## config.mk

```make
export PLATFORM = sky130hd
export DESIGN_NAME = bcd_to_bin_seq
export DESIGN_NICKNAME = d
export VERILOG_FILES = /design/src/rtl/bcd_to_bin_seq.sv
export SDC_FILE = /design/constraint.sdc
export NUM_CORES = 1
export LEC_CHECK = 0
export ABC_CLOCK_PERIOD_IN_PS = 1500
export CELL_PAD_IN_SITES_DETAIL_PLACEMENT = 0
export CELL_PAD_IN_SITES_GLOBAL_PLACEMENT = 1
export CORE_MARGIN = 2
export CORE_UTILIZATION = 40
export CTS_CLUSTER_SIZE = 24
export DETAILED_ROUTE_END_ITERATION = 10
export GPL_ROUTABILITY_DRIVEN = 0
export PLACE_DENSITY = 0.87
export SLEW_MARGIN = 20
export SYNTH_ARGS = -nofsm -noshare
export SYNTH_HDL_FRONTEND = slang
export SYNTH_SLANG_ARGS = --single-unit
```

## constraint.sdc

```tcl
create_clock -name clk -period 1.5 [get_ports clk]
set_input_delay 0.3 -clock clk [delete_from_list [all_inputs] [get_ports clk]]
set_output_delay 0.3 -clock clk [all_outputs]
set_load 0.02 [all_outputs]
```

## src/rtl/bcd_to_bin_seq.sv

```systemverilog
// Sequential BCD-to-binary converter (reverse double dabble, shift right then subtract 3).
// One shift step per clock, start/done handshake, err qualifies done for invalid digits.
module bcd_to_bin_seq #(
  parameter int DIGITS = 3,
  parameter int BIN_W  = 10
) (
  input  logic                  clk,
  input  logic                  rst_n,
  input  logic                  start,
  input  logic [4*DIGITS-1:0]   bcd_in,
  output logic [BIN_W-1:0]      bin_out,
  output logic                  busy,
  output logic                  done,
  output logic                  err
);

  localparam int BCD_W = 4 * DIGITS;
  localparam int CNT_W = $clog2(BIN_W + 1);
  localparam logic [CNT_W-1:0] LAST_ITER = CNT_W'(BIN_W - 1);

  typedef enum logic [1:0] {
    IDLE = 2'd0,
    CONV = 2'd1,
    DONE = 2'd2
  } state_t;

  state_t             state, state_next;
  logic [BCD_W-1:0]   bcd_reg, bcd_next;
  logic [BIN_W-1:0]   bin_reg, bin_next, bin_out_next;
  logic [CNT_W-1:0]   cnt, cnt_next;
  logic               err_next;

  function automatic logic has_bad_digit(input logic [BCD_W-1:0] v);
    logic bad;
    bad = 1'b0;
    for (int i = 0; i < DIGITS; i++) begin
      if (v[4*i +: 4] > 4'd9) begin
        bad = 1'b1;
      end else begin
        bad = bad;
      end
    end
    return bad;
  endfunction

  // Post-shift correction: any digit of 8..12 had a 10 shifted in from above, so take 3 back off.
  function automatic logic [BCD_W-1:0] correct_digits(input logic [BCD_W-1:0] v);
    logic [BCD_W-1:0] r;
    r = v;
    for (int i = 0; i < DIGITS; i++) begin
      if (v[4*i +: 4] >= 4'd8) begin
        r[4*i +: 4] = v[4*i +: 4] - 4'd3;
      end else begin
        r[4*i +: 4] = v[4*i +: 4];
      end
    end
    return r;
  endfunction

  // Next-state and datapath update for the IDLE/CONV/DONE sequence.
  always_comb begin
    state_next   = state;
    bcd_next     = bcd_reg;
    bin_next     = bin_reg;
    cnt_next     = cnt;
    bin_out_next = bin_out;
    err_next     = 1'b0;
    case (state)
      IDLE: begin
        if (start) begin
          if (has_bad_digit(bcd_in)) begin
            state_next = DONE;
            err_next   = 1'b1;
          end else begin
            state_next = CONV;
            bcd_next   = bcd_in;
            bin_next   = '0;
            cnt_next   = '0;
          end
        end else begin
          state_next = IDLE;
        end
      end
      CONV: begin
        bin_next = {bcd_reg[0], bin_reg[BIN_W-1:1]};
        bcd_next = correct_digits({1'b0, bcd_reg[BCD_W-1:1]});
        cnt_next = cnt + CNT_W'(1);
        if (cnt == LAST_ITER) begin
          bin_out_next = bin_next;
          state_next   = DONE;
        end else begin
          state_next = CONV;
        end
      end
      DONE: begin
        state_next = IDLE;
      end
      default: begin
        state_next = IDLE;
      end
    endcase
  end

  // State, datapath and registered status outputs.
  always_ff @(posedge clk or negedge rst_n) begin
    if (!rst_n) begin
      state   <= IDLE;
      bcd_reg <= '0;
      bin_reg <= '0;
      cnt     <= '0;
      bin_out <= '0;
      busy    <= 1'b0;
      done    <= 1'b0;
      err     <= 1'b0;
    end else begin
      state   <= state_next;
      bcd_reg <= bcd_next;
      bin_reg <= bin_next;
      cnt     <= cnt_next;
      bin_out <= bin_out_next;
      busy    <= (state_next == CONV);
      done    <= (state_next == DONE);
      err     <= err_next;
    end
  end

endmodule

```

==> impl_metrics.json <==
{
  "status": "complete, no violations",
  "vdd_drop_max_v": 0.000644,
  "cp_data_arrival_time_ns": 1.63,
  "cts_tree": "built",
  "wl_per_cell_um": 13.1,
  "largest_reg_flops": 12,
  "setup_ws_ns": 0.0299,
  "start_kind": "input port",
  "synth_cells": 179,
  "grt_pass1_vias": 1366,
  "final_common_cell": "dfrtp_1",
  "synth_seq_area_share_pct": 52.0,
  "maxCapViolations": 0,
  "timing.final.crit_share_pct": 98.0,
  "hold_slack_ns": 0.482,
  "setup_violations": 0,
  "drive_above_1_share_pct": 20.0,
  "crit_required_ns": 1.66,
  "drt_wl_total_mm": 3.53,
  "clk_pin_slew_ns": 0.08,
  "critical-path-slowest-cell": "clkdlybuf4s50_1",
  "power.total_w": 0.00439,
  "htreeDepth": 2,
  "start_util_pct": 41.0,
  "place.port_buffers": 27,
  "drt_first_pass_iters": 4,
  "grt_remaining_overflow": 0,
  "netlist.area_leader.share_pct": 52.0,
  "ant_nets": 0,
  "clkLatencyLatePin_ns": 0.30,
  "grt_pass1_wl_mm": 6.09,
  "grt_antenna_before_repair": 0,
  "pin_count": 28,
  "vias": 1389,
  "rsz0062_at_grt": "true",
  "yosys-top-cells-area": "dfrtp_1 (52%), nand2_1 (7.2%), mux2_2 (5.9%), ha_1 (3.9%), nand3_1 (3.4%)",
  "finalClockSkew_ns": 0.0107,
  "die_x_um": 73.3,
  "slew_viol_final": 0,
  "cts-root-buf": "clkbuf_8",
  "final_cell_mix": "dfrtp_1 (39), nand2_1 (37), nand3_1 (13), clkdlybuf4s50_1 (13), dlygate4sd2_1 (13)",
  "row_count": 25,
  "cpPeakStageDelay_ns": 0.48,
  "synth_seq_cells": 40,
  "power_density_nw_per_um2": 1830,
  "endpoint_kind": "flop",
  "syn-num-nets": 200,
  "cts_buffer_depth": 2,
  "design.core.area_um2": 4690,
  "hp-class": "in -> async",
  "dpl_cell_area_um2": 2270,
  "final_area_um2": 2400,
  "slew_headroom_pct": 77.5,
  "ys_types": 35,
  "finalHoldViolations": 0,
  "grtUsageTotal_pct": 15.0,
  "num_antenna_cells": 0,
  "syn_area_um2": 1920,
  "crit_chain": "clkdlybuf4s50_1, nor3b_2, and4_4, buf_12, nand3b_1, o21ai_0",
  "dp_hpwl_mm": 2.42,
  "numCtsBuffers": 5,
  "crit_fanout": 29,
  "dr.first_iter.drc_count": 83,
  "syn-mean-instance-area_um2": 10.7,
  "final_nets": 235,
  "remaining_drc_errors": 0,
  "dieArea_um2": 5380,
  "n_fill_cell": 458,
  "grt_max_degree": 41,
  "worst_pin_slew_ns": 0.337,
  "die_h_um": 73.3,
  "post_drt_via_cell_ratio": 5.16,
  "areaGrowthSynthToFinish_pct": 25.0,
  "yosys.area.top_type": "dfrtp_1",
  "fmax_mhz": 680,
  "path_class": "in -> reg",
  "post-place-ws_ns": -0.372,
  "layout_min_cycle_time_ns": 1.47,
  "cts_sinks": 40,
  "p_leak_nw": 1.12,
  "yosysWarnings": 0
}
[worst max-delay path, delay by kind of cell]
| kind | cells | cell delay (ns) |
|---|---|---|
| AOI/OAI and AO/OA | 1 | 0.08 |
| buffers and inverters | 2 | 0.65 |
| and+or+nand+nor | 3 | 0.60 |
[path summary, 6_finish.rpt]
| path | endpoint | startpoint | cells past startpoint | slack, ns |
|---|---|---|---|---|
| worst min register to register | bcd_reg[10]$_DFFE_PN0P_ | bcd_reg[11]$_DFFE_PN0P_ | 2 | 0.49 |
| min in group clk | bcd_reg[10]$_DFFE_PN0P_ | bcd_reg[11]$_DFFE_PN0P_ | 2 | 0.49 |
| max in group asynchronous | bcd_reg[9]$_DFFE_PN0P_ | rst_n | 3 | 0.81 |
| worst min-delay path | done$_DFF_PN0_ | rst_n | 3 | 0.48 |
| worst max register to register | cnt[0]$_DFFE_PN0P_ | state[0]$_DFF_PN0_ | 5 | 0.05 |
| worst max-delay path | cnt[0]$_DFFE_PN0P_ | start | 6 | 0.03 |
[Yosys cell counts, drive strengths merged]
master / instances
dfrtp: 40
nand2: 37
nand3: 14
o21ai: 14
buf: 10
mux2: 10
ha: 6
inv: 5
nor2: 5
o211ai: 5
o221ai: 4
xnor2: 4
nand2b: 3
a21o: 2
a21oi: 2
mux2i: 2
nand3b: 2
o311ai: 2
or2: 2
xor2: 2
and2: 1
and2b: 1
and4: 1
clkbuf: 1
nand4: 1
nor3b: 1
o22ai: 1
or3b: 1
[power breakdown]
part           switching, W  internal, W  total (W)
registers          0.000340      0.00153    0.00187
logic              0.000862     0.000743    0.00160
clock network      0.000377     0.000544   0.000921
[through the flow]
| stage | utilization [%] | setup TNS (ns) | cells |
|---|---|---|---|
| 3_5_place_dp | 48.3 | -8.59 | 259 |
| 2_1_floorplan | - | 0 | 179 |
| 5_1_grt | 51.2 | -0.0213 | 269 |
| 4_1_cts | 50.7 | 0 | 268 |
| 6_report | 51.2 | 0 | 269 |
| 3_3_place_gp | 48.3 | -7.96 | 259 |
[cell families (layout without fill, tap and decap cells)]
| family | count (synthesis) | count (layout) | share of synthesized area, % |
|---|---|---|---|
| AOI/OAI and AO/OA | 30 | 30 | 10.5 |
| xor gates and xnor gates | 6 | 6 | 2.73 |
| muxes | 12 | 12 | 6.90 |
| adders and majority gates | 6 | 6 | 3.90 |
| buffers and inverters | 16 | 52 | 6.31 |
| DFF | 40 | 40 | 52.0 |
| and+or+nand+nor | 69 | 69 | 17.6 |
[timing repair]
action | 4_1_cts | 5_1_grt
gates resized for setup | 16 | 5
setup buffers | 0 | 1
pin swaps | 0 | 1
hold buffers | 1 | 0
setup endpoints to repair | 23 | 15
endpoints found under the hold margin | 40 | 0
[final cells by class]
cell class	instances	area, um^2	share of cell area [%]
flip-flops and latches	40	1000	41.7
clock inverters	2	38.8	1.61
clock buffers	6	82.6	3.44
well taps	54	67.6	2.81
repair buffers	39	379	15.8
inverters	5	18.8	0.781
multi-input cells	123	815	33.9
[routing by layer]
metal / up-vias / global-route usage, % / routed length (um)
met5: - / 0 / 0
met1: 679 / 18.7 / 1650
li1: 680 / - / -
met4: 0 / 6.06 / 73
met2: 24 / 23.9 / 1680
met3: 6 / 4.94 / 126
Power figures use the tool's default switching activity.
